[src/rtl/decode_stage_pkg.sv]
`default_nettype none
// ============================================================================
// Module      : core101_dec_pkg
// Description : Shared constants and types for the decode stage: major
//               opcodes (ins[6:2]), exec-unit select codes, micro-op codes
//               and the fixed-width control part of a decoded bundle.
// Revision    : 1.0  initial release
// ============================================================================
package core101_dec_pkg;

    // Major opcodes, ins[6:2] (ins[1:0] must be 2'b11)
    localparam logic [4:0] OPC_LOAD   = 5'b00000;
    localparam logic [4:0] OPC_OPIMM  = 5'b00100;
    localparam logic [4:0] OPC_AUIPC  = 5'b00101;
    localparam logic [4:0] OPC_STORE  = 5'b01000;
    localparam logic [4:0] OPC_OP     = 5'b01100;
    localparam logic [4:0] OPC_LUI    = 5'b01101;
    localparam logic [4:0] OPC_OPV    = 5'b10101;
    localparam logic [4:0] OPC_BRANCH = 5'b11000;
    localparam logic [4:0] OPC_JALR   = 5'b11001;
    localparam logic [4:0] OPC_JAL    = 5'b11011;
    localparam logic [4:0] OPC_SYSTEM = 5'b11100;

    // One-hot exec-unit select
    localparam logic [2:0] SEL_NONE = 3'b000;
    localparam logic [2:0] SEL_ALU  = 3'b001;
    localparam logic [2:0] SEL_LSU  = 3'b010;
    localparam logic [2:0] SEL_VEC  = 3'b100;

    localparam logic [3:0] UOP_ADD  = 4'b0000;

    localparam logic [6:0] F7_ZERO  = 7'b0000000;
    localparam logic [6:0] F7_ALT   = 7'b0100000;

    // Control fields of a decoded bundle; the XLEN-wide imm and pc travel
    // beside it. Field offsets follow from the packed declaration order
    // (illegal at bit 0, sel at the top).
    typedef struct packed {
        logic [2:0] sel;
        logic [3:0] uop;
        logic       pc_mux;
        logic       imm_mux;
        logic [4:0] rs1;
        logic [4:0] rs2;
        logic [4:0] rd;
        logic       illegal;
    } dec_ctrl_t;

    localparam int CTRL_W = $bits(dec_ctrl_t);

endpackage : core101_dec_pkg
`default_nettype wire

[src/rtl/decode_stage_if.sv]
`default_nettype none
// ============================================================================
// Module      : dec_fetch_if / dec_issue_if
// Description : Handshake bundles around the decode stage.
//               dec_fetch_if : fetch (master) -> decode (slave)
//                   ins_valid_in, ins_in[31:0], pc_in[XLEN-1:0], ins_ready_out
//               dec_issue_if : decode (master) -> issue (slave)
//                   dec_valid_out, dec_ready_in and the decoded fields
// Revision    : 1.0  initial release
// ============================================================================
interface dec_fetch_if #(
    parameter int XLEN = 32
);
    logic            ins_valid_in;
    logic [31:0]     ins_in;
    logic [XLEN-1:0] pc_in;
    logic            ins_ready_out;

    modport master (output ins_valid_in, ins_in, pc_in, input  ins_ready_out);
    modport slave  (input  ins_valid_in, ins_in, pc_in, output ins_ready_out);
endinterface : dec_fetch_if

interface dec_issue_if #(
    parameter int XLEN = 32
);
    logic            dec_valid_out;
    logic            dec_ready_in;
    logic [2:0]      exec_unit_sel_out;
    logic [3:0]      exec_unit_uop_out;
    logic            pc_mux_sel_out;
    logic            imm_mux_sel_out;
    logic [XLEN-1:0] imm_out;
    logic [4:0]      rs1_out;
    logic [4:0]      rs2_out;
    logic [4:0]      rd_out;
    logic [XLEN-1:0] pc_out;
    logic            illegal_out;

    modport master (output dec_valid_out, exec_unit_sel_out, exec_unit_uop_out,
                           pc_mux_sel_out, imm_mux_sel_out, imm_out, rs1_out,
                           rs2_out, rd_out, pc_out, illegal_out,
                    input  dec_ready_in);
    modport slave  (input  dec_valid_out, exec_unit_sel_out, exec_unit_uop_out,
                           pc_mux_sel_out, imm_mux_sel_out, imm_out, rs1_out,
                           rs2_out, rd_out, pc_out, illegal_out,
                    output dec_ready_in);
endinterface : dec_issue_if
`default_nettype wire

[src/rtl/decode_stage_comb.sv]
`default_nettype none
// ============================================================================
// Module      : decode_comb
// Description : Purely combinational RV32 decoder: raw instruction + PC in,
//               control fields, sign-extended immediate and PC out.
//   i_ins   [31:0]      raw instruction
//   i_pc    [XLEN-1:0]  instruction PC (passed through)
//   o_ctrl  dec_ctrl_t  sel/uop/mux selects/register indices/illegal
//   o_imm   [XLEN-1:0]  sign-extended immediate
//   o_pc    [XLEN-1:0]  PC of the bundle
// Revision    : 1.0  initial release
// ============================================================================
module decode_comb
    import core101_dec_pkg::*;
#(
    parameter int XLEN   = 32,
    parameter int VEC_EN = 1
) (
    input  logic [31:0]     i_ins,
    input  logic [XLEN-1:0] i_pc,
    output dec_ctrl_t       o_ctrl,
    output logic [XLEN-1:0] o_imm,
    output logic [XLEN-1:0] o_pc
);

    logic [4:0]  w_opc;
    logic [2:0]  w_f3;
    logic [6:0]  w_f7;
    logic [31:0] w_imm_i, w_imm_s, w_imm_b, w_imm_u, w_imm_j;
    logic [31:0] w_imm32;
    logic        w_known;
    logic        w_bad_fn;
    logic        w_illegal;

    assign w_opc = i_ins[6:2];
    assign w_f3  = i_ins[14:12];
    assign w_f7  = i_ins[31:25];

    assign w_imm_i = {{20{i_ins[31]}}, i_ins[31:20]};
    assign w_imm_s = {{20{i_ins[31]}}, i_ins[31:25], i_ins[11:7]};
    assign w_imm_b = {{19{i_ins[31]}}, i_ins[31], i_ins[7], i_ins[30:25], i_ins[11:8], 1'b0};
    assign w_imm_u = {i_ins[31:12], 12'b0};
    assign w_imm_j = {{11{i_ins[31]}}, i_ins[31], i_ins[19:12], i_ins[20], i_ins[30:21], 1'b0};

    always_comb begin
        o_ctrl   = '0;
        w_imm32  = '0;
        w_known  = 1'b1;
        w_bad_fn = 1'b0;

        case (w_opc)
            OPC_LOAD: begin
                o_ctrl.sel     = SEL_LSU;
                o_ctrl.uop     = {1'b0, w_f3};
                o_ctrl.imm_mux = 1'b1;
                w_imm32        = w_imm_i;
            end
            OPC_STORE: begin
                o_ctrl.sel     = SEL_LSU;
                o_ctrl.uop     = {1'b1, w_f3};
                o_ctrl.imm_mux = 1'b1;
                w_imm32        = w_imm_s;
            end
            OPC_OPIMM: begin
                o_ctrl.sel     = SEL_ALU;
                // f7[5] only distinguishes SRAI from SRLI; for every other
                // f3 those bits belong to the immediate.
                o_ctrl.uop     = {(w_f3 == 3'b101) ? w_f7[5] : 1'b0, w_f3};
                o_ctrl.imm_mux = 1'b1;
                w_imm32        = w_imm_i;
                w_bad_fn       = ((w_f3 == 3'b001) && (w_f7 != F7_ZERO)) ||
                                 ((w_f3 == 3'b101) && (w_f7 != F7_ZERO) && (w_f7 != F7_ALT));
            end
            OPC_OP: begin
                o_ctrl.sel = SEL_ALU;
                o_ctrl.uop = {w_f7[5], w_f3};
                w_bad_fn   = ((w_f7 != F7_ZERO) && (w_f7 != F7_ALT)) ||
                             ((w_f7 == F7_ALT) && (w_f3 != 3'b000) && (w_f3 != 3'b101));
            end
            OPC_LUI: begin
                o_ctrl.sel     = SEL_ALU;
                o_ctrl.imm_mux = 1'b1;
                w_imm32        = w_imm_u;
            end
            OPC_AUIPC: begin
                o_ctrl.sel     = SEL_ALU;
                o_ctrl.pc_mux  = 1'b1;
                o_ctrl.imm_mux = 1'b1;
                w_imm32        = w_imm_u;
            end
            OPC_JAL: begin
                o_ctrl.sel     = SEL_ALU;
                o_ctrl.pc_mux  = 1'b1;
                o_ctrl.imm_mux = 1'b1;
                w_imm32        = w_imm_j;
            end
            OPC_JALR: begin
                o_ctrl.sel     = SEL_ALU;
                o_ctrl.pc_mux  = 1'b1;
                o_ctrl.imm_mux = 1'b1;
                w_imm32        = w_imm_i;
            end
            OPC_BRANCH: begin
                o_ctrl.sel    = SEL_ALU;
                o_ctrl.uop    = {1'b1, w_f3};
                o_ctrl.pc_mux = 1'b1;
                w_imm32       = w_imm_b;
            end
            OPC_SYSTEM: begin
                // Legal but handled outside the exec units.
            end
            OPC_OPV: begin
                o_ctrl.sel = SEL_VEC;
                o_ctrl.uop = {1'b0, w_f3};
                w_bad_fn   = (VEC_EN == 0);
            end
            default: w_known = 1'b0;
        endcase

        w_illegal = (i_ins[1:0] != 2'b11) || !w_known || w_bad_fn;

        // Illegal bundles still flow downstream but must not steer any unit.
        if (w_illegal) begin
            o_ctrl.sel     = SEL_NONE;
            o_ctrl.uop     = UOP_ADD;
            o_ctrl.pc_mux  = 1'b0;
            o_ctrl.imm_mux = 1'b0;
            w_imm32        = '0;
        end

        o_ctrl.rs1     = i_ins[19:15];
        o_ctrl.rs2     = i_ins[24:20];
        o_ctrl.rd      = i_ins[11:7];
        o_ctrl.illegal = w_illegal;
    end

    assign o_imm = XLEN'($signed(w_imm32));
    assign o_pc  = i_pc;

endmodule : decode_comb
`default_nettype wire

[src/rtl/decode_stage.sv]
`default_nettype none
// ============================================================================
// Module      : decode_stage
// Description : Registered, back-pressurable decode stage between fetch and
//               issue. Decodes at the input, stores the decoded bundle in an
//               output register plus an optional skid register, supports
//               flush, and counts retired illegal bundles (saturating).
//   clock_in, reset_in (sync, active-high), flush_in
//   i_fetch            dec_fetch_if.slave  : valid/ready, ins, pc
//   o_issue            dec_issue_if.master : valid/ready, decoded fields
//   illegal_count_out  [CNT_W-1:0]         : illegal bundles retired
// Revision    : 1.0  initial release
// ============================================================================
module decode_stage
    import core101_dec_pkg::*;
#(
    parameter int XLEN    = 32,
    parameter int VEC_EN  = 1,
    parameter int SKID_EN = 1,
    parameter int CNT_W   = 16
) (
    input  wire logic             clock_in,
    input  wire logic             reset_in,
    input  wire logic             flush_in,
    dec_fetch_if.slave            i_fetch,
    dec_issue_if.master           o_issue,
    output logic [CNT_W-1:0]      illegal_count_out
);

    typedef struct packed {
        dec_ctrl_t       ctrl;
        logic [XLEN-1:0] imm;
        logic [XLEN-1:0] pc;
    } bundle_t;

    bundle_t          w_dec;
    bundle_t          r_out;
    logic             r_out_valid;
    bundle_t          w_skid;
    logic             w_skid_valid;
    logic             w_ins_ready;
    logic             w_in_xfer;
    logic             w_out_xfer;
    logic             w_out_free;
    logic [CNT_W-1:0] r_cnt;

    decode_comb #(
        .XLEN   (XLEN),
        .VEC_EN (VEC_EN)
    ) u_decode_comb (
        .i_ins  (i_fetch.ins_in),
        .i_pc   (i_fetch.pc_in),
        .o_ctrl (w_dec.ctrl),
        .o_imm  (w_dec.imm),
        .o_pc   (w_dec.pc)
    );

    assign w_in_xfer  = i_fetch.ins_valid_in && w_ins_ready;
    assign w_out_xfer = r_out_valid && o_issue.dec_ready_in;
    // Output register can take a new bundle at the coming edge.
    assign w_out_free = !r_out_valid || w_out_xfer;

    generate
        if (SKID_EN != 0) begin : g_skid
            logic    r_skid_valid;
            bundle_t r_skid;

            // The skid only fills while the output is stalled; whenever the
            // output is free the skid content (if any) moves into it, so the
            // skid empties on that same edge.
            always_ff @(posedge clock_in) begin
                if (reset_in) begin
                    r_skid_valid <= 1'b0;
                    r_skid       <= '0;
                end else if (flush_in) begin
                    r_skid_valid <= 1'b0;
                end else if (w_out_free) begin
                    r_skid_valid <= 1'b0;
                end else if (w_in_xfer) begin
                    r_skid_valid <= 1'b1;
                    r_skid       <= w_dec;
                end
            end

            assign w_skid_valid = r_skid_valid;
            assign w_skid       = r_skid;
            // Registered ready: room exists as long as the skid is empty.
            assign w_ins_ready  = !r_skid_valid;
        end else begin : g_no_skid
            assign w_skid_valid = 1'b0;
            assign w_skid       = '0;
            assign w_ins_ready  = w_out_free;
        end
    endgenerate

    // Output register; fields are only rewritten on a load, so they hold
    // steady while issue stalls.
    always_ff @(posedge clock_in) begin
        if (reset_in) begin
            r_out_valid <= 1'b0;
            r_out       <= '0;
        end else if (flush_in) begin
            r_out_valid <= 1'b0;
        end else if (w_out_free) begin
            if (w_skid_valid) begin
                r_out_valid <= 1'b1;
                r_out       <= w_skid;
            end else if (w_in_xfer) begin
                r_out_valid <= 1'b1;
                r_out       <= w_dec;
            end else begin
                r_out_valid <= 1'b0;
            end
        end
    end

    // A bundle leaving under flush is treated as discarded, not retired.
    always_ff @(posedge clock_in) begin
        if (reset_in) begin
            r_cnt <= '0;
        end else if (w_out_xfer && !flush_in && r_out.ctrl.illegal &&
                     (r_cnt != {CNT_W{1'b1}})) begin
            r_cnt <= r_cnt + 1'b1;
        end
    end

    assign i_fetch.ins_ready_out     = w_ins_ready;
    assign o_issue.dec_valid_out     = r_out_valid;
    assign o_issue.exec_unit_sel_out = r_out.ctrl.sel;
    assign o_issue.exec_unit_uop_out = r_out.ctrl.uop;
    assign o_issue.pc_mux_sel_out    = r_out.ctrl.pc_mux;
    assign o_issue.imm_mux_sel_out   = r_out.ctrl.imm_mux;
    assign o_issue.imm_out           = r_out.imm;
    assign o_issue.rs1_out           = r_out.ctrl.rs1;
    assign o_issue.rs2_out           = r_out.ctrl.rs2;
    assign o_issue.rd_out            = r_out.ctrl.rd;
    assign o_issue.pc_out            = r_out.pc;
    assign o_issue.illegal_out       = r_out.ctrl.illegal;
    assign illegal_count_out         = r_cnt;

endmodule : decode_stage
`default_nettype wire

[src/flat_wrapper.sv]
// flat-port wrapper written by rule: the top's interface ports become plain ports
module decode_stage_flat import core101_dec_pkg::*;
#(
    parameter int XLEN    = 32,
    parameter int VEC_EN  = 1,
    parameter int SKID_EN = 1,
    parameter int CNT_W   = 16
)
  (clock_in, reset_in, flush_in, illegal_count_out, i_fetch_ins_valid_in, i_fetch_ins_in, i_fetch_pc_in, i_fetch_ins_ready_out, o_issue_dec_valid_out, o_issue_exec_unit_sel_out, o_issue_exec_unit_uop_out, o_issue_pc_mux_sel_out, o_issue_imm_mux_sel_out, o_issue_imm_out, o_issue_rs1_out, o_issue_rs2_out, o_issue_rd_out, o_issue_pc_out, o_issue_illegal_out, o_issue_dec_ready_in);
  dec_fetch_if #(.XLEN(XLEN)) i_fetch_i ();
  dec_issue_if #(.XLEN(XLEN)) o_issue_i ();
  input  wire logic clock_in;
  input  wire logic reset_in;
  input  wire logic flush_in;
  output logic [CNT_W-1:0] illegal_count_out;
  input wire logic [$bits(i_fetch_i.ins_valid_in)-1:0] i_fetch_ins_valid_in;
  input wire logic [$bits(i_fetch_i.ins_in)-1:0] i_fetch_ins_in;
  input wire logic [$bits(i_fetch_i.pc_in)-1:0] i_fetch_pc_in;
  output wire logic [$bits(i_fetch_i.ins_ready_out)-1:0] i_fetch_ins_ready_out;
  output wire logic [$bits(o_issue_i.dec_valid_out)-1:0] o_issue_dec_valid_out;
  output wire logic [$bits(o_issue_i.exec_unit_sel_out)-1:0] o_issue_exec_unit_sel_out;
  output wire logic [$bits(o_issue_i.exec_unit_uop_out)-1:0] o_issue_exec_unit_uop_out;
  output wire logic [$bits(o_issue_i.pc_mux_sel_out)-1:0] o_issue_pc_mux_sel_out;
  output wire logic [$bits(o_issue_i.imm_mux_sel_out)-1:0] o_issue_imm_mux_sel_out;
  output wire logic [$bits(o_issue_i.imm_out)-1:0] o_issue_imm_out;
  output wire logic [$bits(o_issue_i.rs1_out)-1:0] o_issue_rs1_out;
  output wire logic [$bits(o_issue_i.rs2_out)-1:0] o_issue_rs2_out;
  output wire logic [$bits(o_issue_i.rd_out)-1:0] o_issue_rd_out;
  output wire logic [$bits(o_issue_i.pc_out)-1:0] o_issue_pc_out;
  output wire logic [$bits(o_issue_i.illegal_out)-1:0] o_issue_illegal_out;
  input wire logic [$bits(o_issue_i.dec_ready_in)-1:0] o_issue_dec_ready_in;
  assign i_fetch_i.ins_valid_in = i_fetch_ins_valid_in;
  assign i_fetch_i.ins_in = i_fetch_ins_in;
  assign i_fetch_i.pc_in = i_fetch_pc_in;
  assign i_fetch_ins_ready_out = i_fetch_i.ins_ready_out;
  assign o_issue_dec_valid_out = o_issue_i.dec_valid_out;
  assign o_issue_exec_unit_sel_out = o_issue_i.exec_unit_sel_out;
  assign o_issue_exec_unit_uop_out = o_issue_i.exec_unit_uop_out;
  assign o_issue_pc_mux_sel_out = o_issue_i.pc_mux_sel_out;
  assign o_issue_imm_mux_sel_out = o_issue_i.imm_mux_sel_out;
  assign o_issue_imm_out = o_issue_i.imm_out;
  assign o_issue_rs1_out = o_issue_i.rs1_out;
  assign o_issue_rs2_out = o_issue_i.rs2_out;
  assign o_issue_rd_out = o_issue_i.rd_out;
  assign o_issue_pc_out = o_issue_i.pc_out;
  assign o_issue_illegal_out = o_issue_i.illegal_out;
  assign o_issue_i.dec_ready_in = o_issue_dec_ready_in;
  decode_stage #(.XLEN(XLEN), .VEC_EN(VEC_EN), .SKID_EN(SKID_EN), .CNT_W(CNT_W)) u_core (.clock_in(clock_in), .reset_in(reset_in), .flush_in(flush_in), .i_fetch(i_fetch_i), .o_issue(o_issue_i), .illegal_count_out(illegal_count_out));
endmodule
[config.mk]
export PLATFORM = sky130hd
export DESIGN_NAME = decode_stage_flat
export DESIGN_NICKNAME = d
export VERILOG_FILES = /design/src/rtl/decode_stage_pkg.sv /design/src/rtl/decode_stage_if.sv /design/src/rtl/decode_stage_comb.sv /design/src/rtl/decode_stage.sv /design/src/flat_wrapper.sv
export SDC_FILE = /design/constraint.sdc
export NUM_CORES = 1
export LEC_CHECK = 0
export BUFFER_PORTS_ARGS = -buffer_cell sky130_fd_sc_hd__clkbuf_2
export CORE_AREA = 8 8 157 130
export DETAILED_ROUTE_END_ITERATION = 10
export DIE_AREA = 0 0 165 138
export PLACE_DENSITY = 0.71
export SYNTH_ARGS = -nofsm -noshare
export SYNTH_HDL_FRONTEND = slang
export SYNTH_SLANG_ARGS = --single-unit
export TNS_END_PERCENT = 10
[constraint.sdc]
create_clock -name clock_in -period 3.05 [get_ports clock_in]
set_input_delay 0.4575 -clock clock_in [delete_from_list [all_inputs] [get_ports clock_in]]
set_output_delay 0.4575 -clock clock_in [all_outputs]
set_load 0.005 [all_outputs]
After elaboration in Yosys (flattened, before gate mapping)
Cells that the tools add are included.

storage, ports and cells
  output and inout bits = 107
  flip-flop bits (word level) = 196
  word-level logic and storage cells = 94
  bits of input ports = 69

operators by class
  reduce and logical (&&, ||, !) cells = 37
  equality and inequality tests = 17
  bitwise gates (word level) = 2
  muxes and demuxes = 14
  add/subtract/negate cells = 1

operator list
  operator                                             number
  2-to-1 mux 89 bit                                    2
  case mux 32 bit (5 select lines)                     1
  2-to-1 mux 32 bit                                    1
  equality test 5 bit, second input constant           5
  adder 16 x 1 -> 16 bit, second input constant        1
  != test 16 bit, second input constant                1
  case mux 4 bit (4 select lines)                      1
  equality test 5 x 4 -> 1 bit, second input constant  3
  OR reduction 7 bit                                   2
  logical AND 1 bit                                    11
  OR reduction 11 bit                                  1
  equality test 5 x 3 -> 1 bit, second input constant  2
  OR reduction 2 bit                                   5
  2-to-1 mux 9 bit                                     1
  case mux 3 bit (3 select lines)                      1
  equality test 7 x 6 -> 1 bit, second input constant  1
  != test 7 x 6 -> 1 bit, second input constant        1
  nonzero test 7 bit                                   1
  2-to-1 mux 1 bit                                     6
  AND reduction 3 bit                                  2
  OR reduction 3 bit                                   2
  zero test 5 bit                                      1
  logical OR 1 bit                                     5
  zero test 1 bit                                      4
  other kinds (9)                                      10

Logic depth before layout (Yosys ltp)
Gate-level depths: netlist of run 1.

  depth after elaboration = 9
  gate-level depth with buffers = 7
  depth with buffers taken out = 5

Cells and area by module
A second synthesis of run 1 with hierarchy kept.

unflattened totals
  cell total of the unflattened synthesis = 1,080
  area, all modules = 8,943.6 µm²

modules (own cells, without submodules)
  module        cells an instance  area an instance (µm²)  times used  sequential area each (µm²)
  decode_stage  890                7,818.7                 1           3,923.8
  decode_comb   190                1,124.8                 1           0.0

Worst setup path after synthesis of run 1
No wires, ideal clock.

  path type = input to register
  start = input i_fetch_ins_in[25]
  end = register u_core.g_skid.r_skid[84] (netlist name)
  buffers on the path = 1
  path slack = 759 ps
  data arrival time = 2,221 ps
  stages = 6
  path through = or4_1 -> o32a_1 -> o31ai_2 -> buf_4 -> or4b_1 -> a21oi_1

between the ends
  longest elaborated chain between the ends = 7
  elaborated cells on any way between the ends = 14
  those cells by class = eq/ne (2); mux (2); reduce/logical (10)

ends and longest elaborated chain
  what                                                                line                                              source
  start, declared                                                     flat_wrapper.sv:17                                input wire logic [$bits(i_fetch_i.ins_in)-1:0] i_fetch_ins_in;
  equality test 7 x 6 -> 1 bit or nonzero test 7 bit (tied branches)  n/a
  logical AND 1 bit, on equally long branches (2 in series)           decode_stage_comb.sv:78, decode_stage_comb.sv:72
  logical OR 1 bit, on equally long branches                          decode_stage_comb.sv:77, decode_stage_comb.sv:71
  case mux 1 bit (2 select lines) (*)                                 decode_stage_comb.sv:51                           case (w_opc)
  logical OR 1 bit (*)                                                decode_stage_comb.sv:120                          w_illegal = (i_ins[1:0] != 2'b11) || !w_known || w_bad_fn;
  2-to-1 mux 9 bit (*)                                                decode_stage_comb.sv:123                          if (w_illegal) begin
  end signal, assigned                                                decode_stage.sv:81                                r_skid <= w_dec;
  end, declared                                                       decode_stage.sv:66                                bundle_t r_skid;

Every way passes the cells marked *; elsewhere a longest branch is shown, timed or not.
A chain may end at the register's enable or synchronous reset.

Worst setup path in the final report of run 1
  start = register u_core.g_skid.r_skid_valid
  end = register u_core.g_skid.r_skid[58] (netlist name)

between the ends
  longest elaborated chain between the ends = 3

ends and longest elaborated chain
  what                                  line                source
  start, declared                       decode_stage.sv:65  logic r_skid_valid;
  start signal, assigned                decode_stage.sv:73  r_skid_valid <= 1'b0;
  start signal, assigned                decode_stage.sv:76  r_skid_valid <= 1'b0;
  start signal, assigned                decode_stage.sv:78  r_skid_valid <= 1'b0;
  zero test 1 bit                       decode_stage.sv:88  assign w_ins_ready = !r_skid_valid;
  logical AND 1 bit                     decode_stage.sv:58  assign w_in_xfer = i_fetch.ins_valid_in && w_ins_ready;
  AND reduction 3 bit (no source line)  n/a

No other way between the ends.

==> results of run 1 <==
[cells in the mapped netlist, drive strengths merged (4+ instances only)]
library cell	n
nand2	139
a21oi	112
o31ai	10
nor3b	5
a32oi	12
nor2	112
nor2b	9
xnor2	8
mux2i	49
clkbuf	77
o22ai	16
buf	9
or3	5
nand3b	7
inv	5
o21ai	30
nand4	15
dfxtp	196
a22o	4
nand3	10
o32ai	6
a31oi	6
a211oi	53
nor3	21
and2	5
and4	4
a22oi	7
and3	20
[registers in the layout, summed over array words and instances, names as in the netlist, 3 cells and up]
name / flops
u_core.o_issue.imm_out: 32
u_core.o_issue.pc_out: 32
u_core.o_issue.exec_unit_uop_out: 4
u_core.o_issue.rd_out: 5
u_core.o_issue.rs1_out: 5
u_core.o_issue.exec_unit_sel_out: 3
u_core.g_skid.r_skid: 89
u_core.illegal_count_out: 16
u_core.o_issue.rs2_out: 5
[worst max-delay path, stage by stage (launching register included)]
cell	delay, ns
dfxtp_4	0.53
buf_4	0.70
nor3b_2	0.13
buf_12	0.24
nor2_1	0.58
nand2_1	0.12
o21ai_0	0.10
[power breakdown]
part	leakage [nW]	total [mW]	switching, mW	internal, mW
logic	1.90	0.490	0.306	0.184
clock network	0.268	2.13	0.944	1.18
registers	1.59	2.67	0.0404	2.63
total	3.76	5.28	1.29	3.99
[cells in the final DEF, fill, tap and decap left out, drive strengths merged, types with 3 or more instances in the layout]
| cell type | synthesis | layout |
|---|---|---|
| a21oi | 112 | 112 |
| a22o | 4 | 4 |
| a32oi | 12 | 12 |
| or4b | 3 | 3 |
| a221oi | 3 | 3 |
| inv | 5 | 6 |
| nand4 | 15 | 15 |
| nor3b | 5 | 5 |
| o21ai | 30 | 30 |
| o31ai | 10 | 10 |
| dfxtp | 196 | 196 |
| and2 | 5 | 5 |
| xor2 | 3 | 3 |
| o2bb2ai | 3 | 3 |
| nor2 | 112 | 112 |
| o22ai | 16 | 16 |
| and4 | 4 | 4 |
| a21o | 3 | 3 |
| nand3b | 7 | 7 |
| clkinv | 0 | 4 |
| and3 | 20 | 20 |
| a22oi | 7 | 7 |
| a31oi | 6 | 6 |
| nand2b | 3 | 3 |
| nand3 | 10 | 10 |
| xnor2 | 8 | 8 |
| o32ai | 6 | 6 |
| a211oi | 53 | 53 |
| clkbuf | 77 | 196 |
| nor3 | 21 | 21 |
| buf | 9 | 20 |
| or3 | 5 | 5 |
| mux2i | 49 | 49 |
| nand2 | 139 | 139 |
| nor2b | 9 | 9 |
[cell type report]
class | count | area, µm²
fill | 1649 | 7810
timing repair buffer | 194 | 1060
sequential | 196 | 3930
tap | 230 | 288
inverter | 5 | 18.8
clock inverter | 8 | 77.6
clock buffer | 22 | 474
multi-input combinational | 712 | 4130
[metal layers]
layer	part of all wire (%)	up-vias	GRT usage, %
met4	0.92	0	5.11
li1	-	3844	-
met5	0	-	0
met1	44	3670	27.5
met2	46	297	32.1
met3	9.1	22	6.50
[kinds of logic after synthesis]
family | synth area share (%)
AOI/OAI and AO/OA | 21.2
DFF | 46.8
muxes | 6.12
and+or+nand+nor | 20.4
xor gates and xnor gates | 1.15
adders and majority gates | 0.149
buffers and inverters | 4.21
[final timing paths]
check                             startpoint                  endpoint  slack (ns)  depth (start not counted)
hold reg to reg     u_core.g_skid.r_skid[54]  u_core.g_skid.r_skid[54]        0.45                          2
hold / removal             i_fetch_pc_in[19]  u_core.g_skid.r_skid[19]        0.26                          3
setup reg to reg  u_core.g_skid.r_skid_valid  u_core.g_skid.r_skid[58]        0.54                          6
setup / recovery  u_core.g_skid.r_skid_valid  u_core.g_skid.r_skid[58]        0.54                          6
[per-stage QoR]
step / util [%] / cells / area [µm²]
after global placement: 53.0 / 1337 / 9420
final: 56.1 / 1367 / 9980
after detailed placement: 53.0 / 1337 / 9420
after global routing: 56.1 / 1367 / 9980
after CTS: 56.1 / 1367 / 9980
after floorplan: - / 999 / 8390
==> impl_metrics.csv, run 1 <==
group,metric,value,unit
pwr,p_total,5.28,mW
floorplan,top_level_ports,176,
clock_network,clock_latency,0.42,ns
synthesis,syn-cell-area,8390,µm²
layout,areaGrowthSynthToFinish,19.0,%
synthesis,synth_cell_types,59,
layout,antenna-diode-count,0,
synthesis,synthesis.nets,1069,
timing,setup-violations-final,0,
setup_path,startpoint_type,"flip-flop",
pwr,ir_worst_vdd,308,µV
timing,fmax,0.399,GHz
synthesis,avgSynthCellArea,8.39,µm²
clock_network,clock-sinks,196,
timing,drv_slew,0,
drt,via_per_inst,5.73,
timing,hold_slack,0.262,ns
synthesis,yosysTopAreaCell,"dfxtp_1",
drt,routed_wl,24500,µm
setup_path,path_max_fanout,52,
floorplan,dieArea,22800,µm²
clock_network,post_cts_buffers,0,
setup_path,worstSetupPathType,"reg2reg",
global_routing,track_usage,20.8,%
timing,period_share,82.2,%
place,hpwl,16400,µm
floorplan,die_w,165,µm
global_routing,grt_max_degree,147,
clock_network,htreeDepth,4,
min_path,hold_class,"in2reg",
clock_network,tritoncts,"done",
place,portBuffers,175,
synthesis,synth.top_cell.area_share,46.8,%
timing,final.setup.worst_slack,0.543,ns
clock_network,cts_resized,0,
drt,drc,0,
global_routing,grt_pass1_vias,7106,
synthesis,synth_edf_count,0,
clock_network,clock-root-buffer,"clkbuf_16",
synthesis,ys_seq_area_share,46.8,%
global_routing,antenna_found_initial,0,
flow_run,max_cap_viol_count,0,
synthesis,async_flop_share,0,%
timing,layout_min_cycle_time,2.51,ns
setup_path,end_kind,"flip-flop",
clock_network,clk_path_buf_depth,2,
timing,worst_pin_slew,0.822,ns
place,dp_slack,0.275,ns
clock_network,clkTransAtPathRegs,0.07,ns
floorplan,dieHeight,138,µm
pwr,power.density,530,nW/µm²
timing,finalClockSkew,0.00771,ns
global_routing,overflow,0,
drt,first_pass_iters,5,
drt,wire_per_inst,17.9,µm
global_routing,grt_first_pass_wirelength,38500,µm
timing,final.setup.tns,0,ns
timing,rsz0062_at_grt,"no",
setup_path,crit_required,3.39,ns
synthesis,synthTopCellsByArea,"dfxtp_1 (47%), a21oi_1 (6.7%), nand2_1 (6.2%), mux2i_1 (5.8%), nor2_1 (5.0%)",
synthesis,ys.flop_type,"dfxtp_1",
timing,max-slew-margin-rel,45.2,%
synthesis,ys_warn_count,0,
layout,final_nets,1196,
timing,hold_viol,0,
layout,post_route_cells_drive_above_1_share,20.2,%
clock_network,ctsHoldBuffers,0,
place,routabilityCongestion,0.898,
floorplan,num_rows,44,
floorplan,core_area,17800,µm²
drt,vias,7833,
outcome,run_status,"complete, no violations",
clock_network,cts-buffers-inserted,17,
pwr,p_leak,3.76,nW
floorplan,start_util,47.2,%
setup_path,crit_arrival,2.85,ns
synthesis,synthCells,999,
drt,drt_iter0_markers,826,
synthesis,ys_seq_elements,196,
drt,drtAntennaViolNets,0,
No activity file was read; power rests on OpenSTA's default activity.
==> run 2: changes to the inputs <==
clock period = 2.4 ns   (was 3.05 ns; I/O delays follow)
==> run 2 against run 1 <==
  * Critical path depth is the same
  * Maximum frequency is 19% higher
  * Register-to-register slack worse by 0.25 ns
  * Power increased by 34%
  * Critical path type unchanged
  * Highest routed layer unchanged
==> impl_metrics.csv, run 2 (synthesis gave the netlist of run 1 again) <==
group,metric,value,unit
pwr,p_comb_share,9.0,%
pwr,p_total,7.09,mW
timing,setup-violations-final,0,
layout,num-fill-cells,1659,
pwr,p_int,5.38,mW
setup_path,startpoint_type,"flip-flop",
layout,area.sequential,3930,µm²
timing,finalClockSkew,0.0108,ns
layout,top_register,"u_core.g_skid.r_skid",
place,hpwl,16800,µm
pwr,power.density,693,nW/µm²
clock_network,clock_latency,0.42,ns
layout,final_common_cell,"dfxtp_1",
pwr,seqPwrFrac,47.8,%
layout,areaGrowthSynthToFinish,22.0,%
timing,fmax,0.475,GHz
timing,max-slew-margin-rel,32.7,%
timing,final.setup.worst_slack,0.295,ns
clock_network,htreeDepth,4,
pwr,ir_worst_vdd,449,µV
setup_path,path_max_fanout,63,
clock_network,clock-root-buffer,"clkbuf_16",
global_routing,grt_pass1_vias,7210,
place,placed_cell_area,9590,µm²
timing,drv_slew,0,
setup_path,end_kind,"flip-flop",
setup_path,crit_arrival,2.47,ns
setup_path,reg2reg_slack,0.30,ns
clock_network,tritoncts,"done",
timing,hold_slack,0.159,ns
timing,period_share,87.7,%
drt,drt_iter0_markers,703,
floorplan,top_level_ports,176,
clock_network,post_cts_buffers,0,
clock_network,clock-sinks,196,
outcome,run_status,"complete, no violations",
clock_network,clk_path_buf_depth,2,
flow_run,max_cap_viol_count,0,
drt,drc,0,
drt,vias,7873,
floorplan,num_rows,44,
layout,layout.cells.non_filler,1390,
place,routabilityCongestion,0.914,
global_routing,track_usage,20.5,%
min_path,holdPathEnd,"u_core.g_skid.r_skid[6]",
drt,first_pass_iters,5,
global_routing,overflow,0,
layout,post_route_cells_drive_above_1_share,21.9,%
layout,design_area,10200,µm²
pwr,clkPwrFrac,43.2,%
place,dp_slack,-0.00866,ns
clock_network,ctsHoldBuffers,0,
drt,wire_per_inst,17.4,µm
layout,final_util,57.5,%
setup_path,timing.rr.end,"u_core.g_skid.r_skid[42]",
layout,multi_input_area,4130,µm²
floorplan,dieHeight,138,µm
floorplan,core_area,17800,µm²
timing,layout_min_cycle_time,2.10,ns
timing,worst_pin_slew,0.997,ns
global_routing,antenna_found_initial,0,
pwr,p_leak,3.92,nW
setup_path,timing.rr.start,"u_core.o_issue.dec_valid_out",
setup_path,worstSetupPathType,"reg2reg",
layout,antenna-diode-count,0,
drt,routed_wl,24200,µm
timing,rsz0062_at_grt,"no",
global_routing,grt_first_pass_wirelength,38400,µm
drt,via_per_inst,5.66,
layout,layout_common_cells,"dfxtp_1 (195), clkbuf_2 (174), nand2_1 (139)",
min_path,min-delay-start,"i_fetch_pc_in[6]",
pwr,p_sw,1.71,mW
place,portBuffers,175,
timing,final.setup.tns,0,ns
pwr,p_sw_share,24.2,%
layout,final_nets,1217,
place,place_inst,1358,
clock_network,cts-buffers-inserted,17,
min_path,min_path_cells,3,
floorplan,die_w,165,µm
layout,largest_reg_flops,89,
floorplan,start_util,47.2,%
clock_network,cts_resized,0,
setup_path,crit_required,2.77,ns
min_path,hold_class,"in2reg",
setup_path,worstRegToRegCells,6,
clock_network,clkTransAtPathRegs,0.07,ns
drt,drtAntennaViolNets,0,
global_routing,grt_max_degree,87,
floorplan,dieArea,22800,µm²
timing,hold_viol,0,
run 2: changes by cell type in the layout (fill, tap and decap cells not counted), moves of 2 or more:
cell,delta
bufinv_16,+3
clkinvlp_4,-2
buf_4,+20
clkbuf_8,-2
clkinv_4,+3
inv_6,+3
clkinv_2,-2
run 2: power groups by stage:
stage	clock network, mW	registers (mW)	logic, mW
3_3_place_gp	0	3.46	0.635
5_1_grt	3.25	3.40	0.704
4_1_cts	3.13	3.39	0.642
6_report	3.06	3.39	0.642
2_1_floorplan	0	3.46	0.331
3_5_place_dp	0	3.46	0.640
run 2: how the worst max path moves through the flow:
stage / slack [ns] / cells after the start / startpoint / endpoint
final: 0.30 / 6 / u_core.o_issue.dec_valid_out / u_core.g_skid.r_skid[42]
after global routing: 0.14 / 6 / u_core.o_issue.dec_valid_out / u_core.g_skid.r_skid[38]
after CTS: 0.28 / 6 / u_core.o_issue.dec_valid_out / u_core.g_skid.r_skid[42]
after detailed placement: -0.009 / 7 / i_fetch_ins_in[25] / u_core.o_issue.imm_out[13]
after global placement: 0.01 / 8 / i_fetch_ins_in[25] / u_core.g_skid.r_skid[34]
after floorplan: 0.21 / 6 / i_fetch_ins_in[25] / u_core.g_skid.r_skid[84]
run 2: final cells by class:
| cell class | instances | area share, % |
|---|---|---|
| Tap cell | 230 | 2.81 |
| Clock buffer | 19 | 4.33 |
| Timing Repair Buffer | 215 | 12.0 |
| Clock inverter | 13 | 1.91 |
| Sequential cell | 196 | 38.4 |
| Multi-Input combinational cell | 712 | 40.3 |
| Inverter | 5 | 0.183 |
run 2: critical path: stages, from the launching register on:
cell and delay [ns]:
dfxtp_1 0.36, or3b_2 0.49, nand3b_1 0.41, buf_12 0.32
nor3_1 0.26, a22oi_1 0.09, nor2_1 0.08
run 2: metal layers:
layer	global-route usage (%)	up-vias	wire, µm
met5	0	-	0
met1	27.8	3683	10900
li1	-	3888	-
met4	4.97	0	318
met2	31.0	280	10900
met3	6.53	22	2180
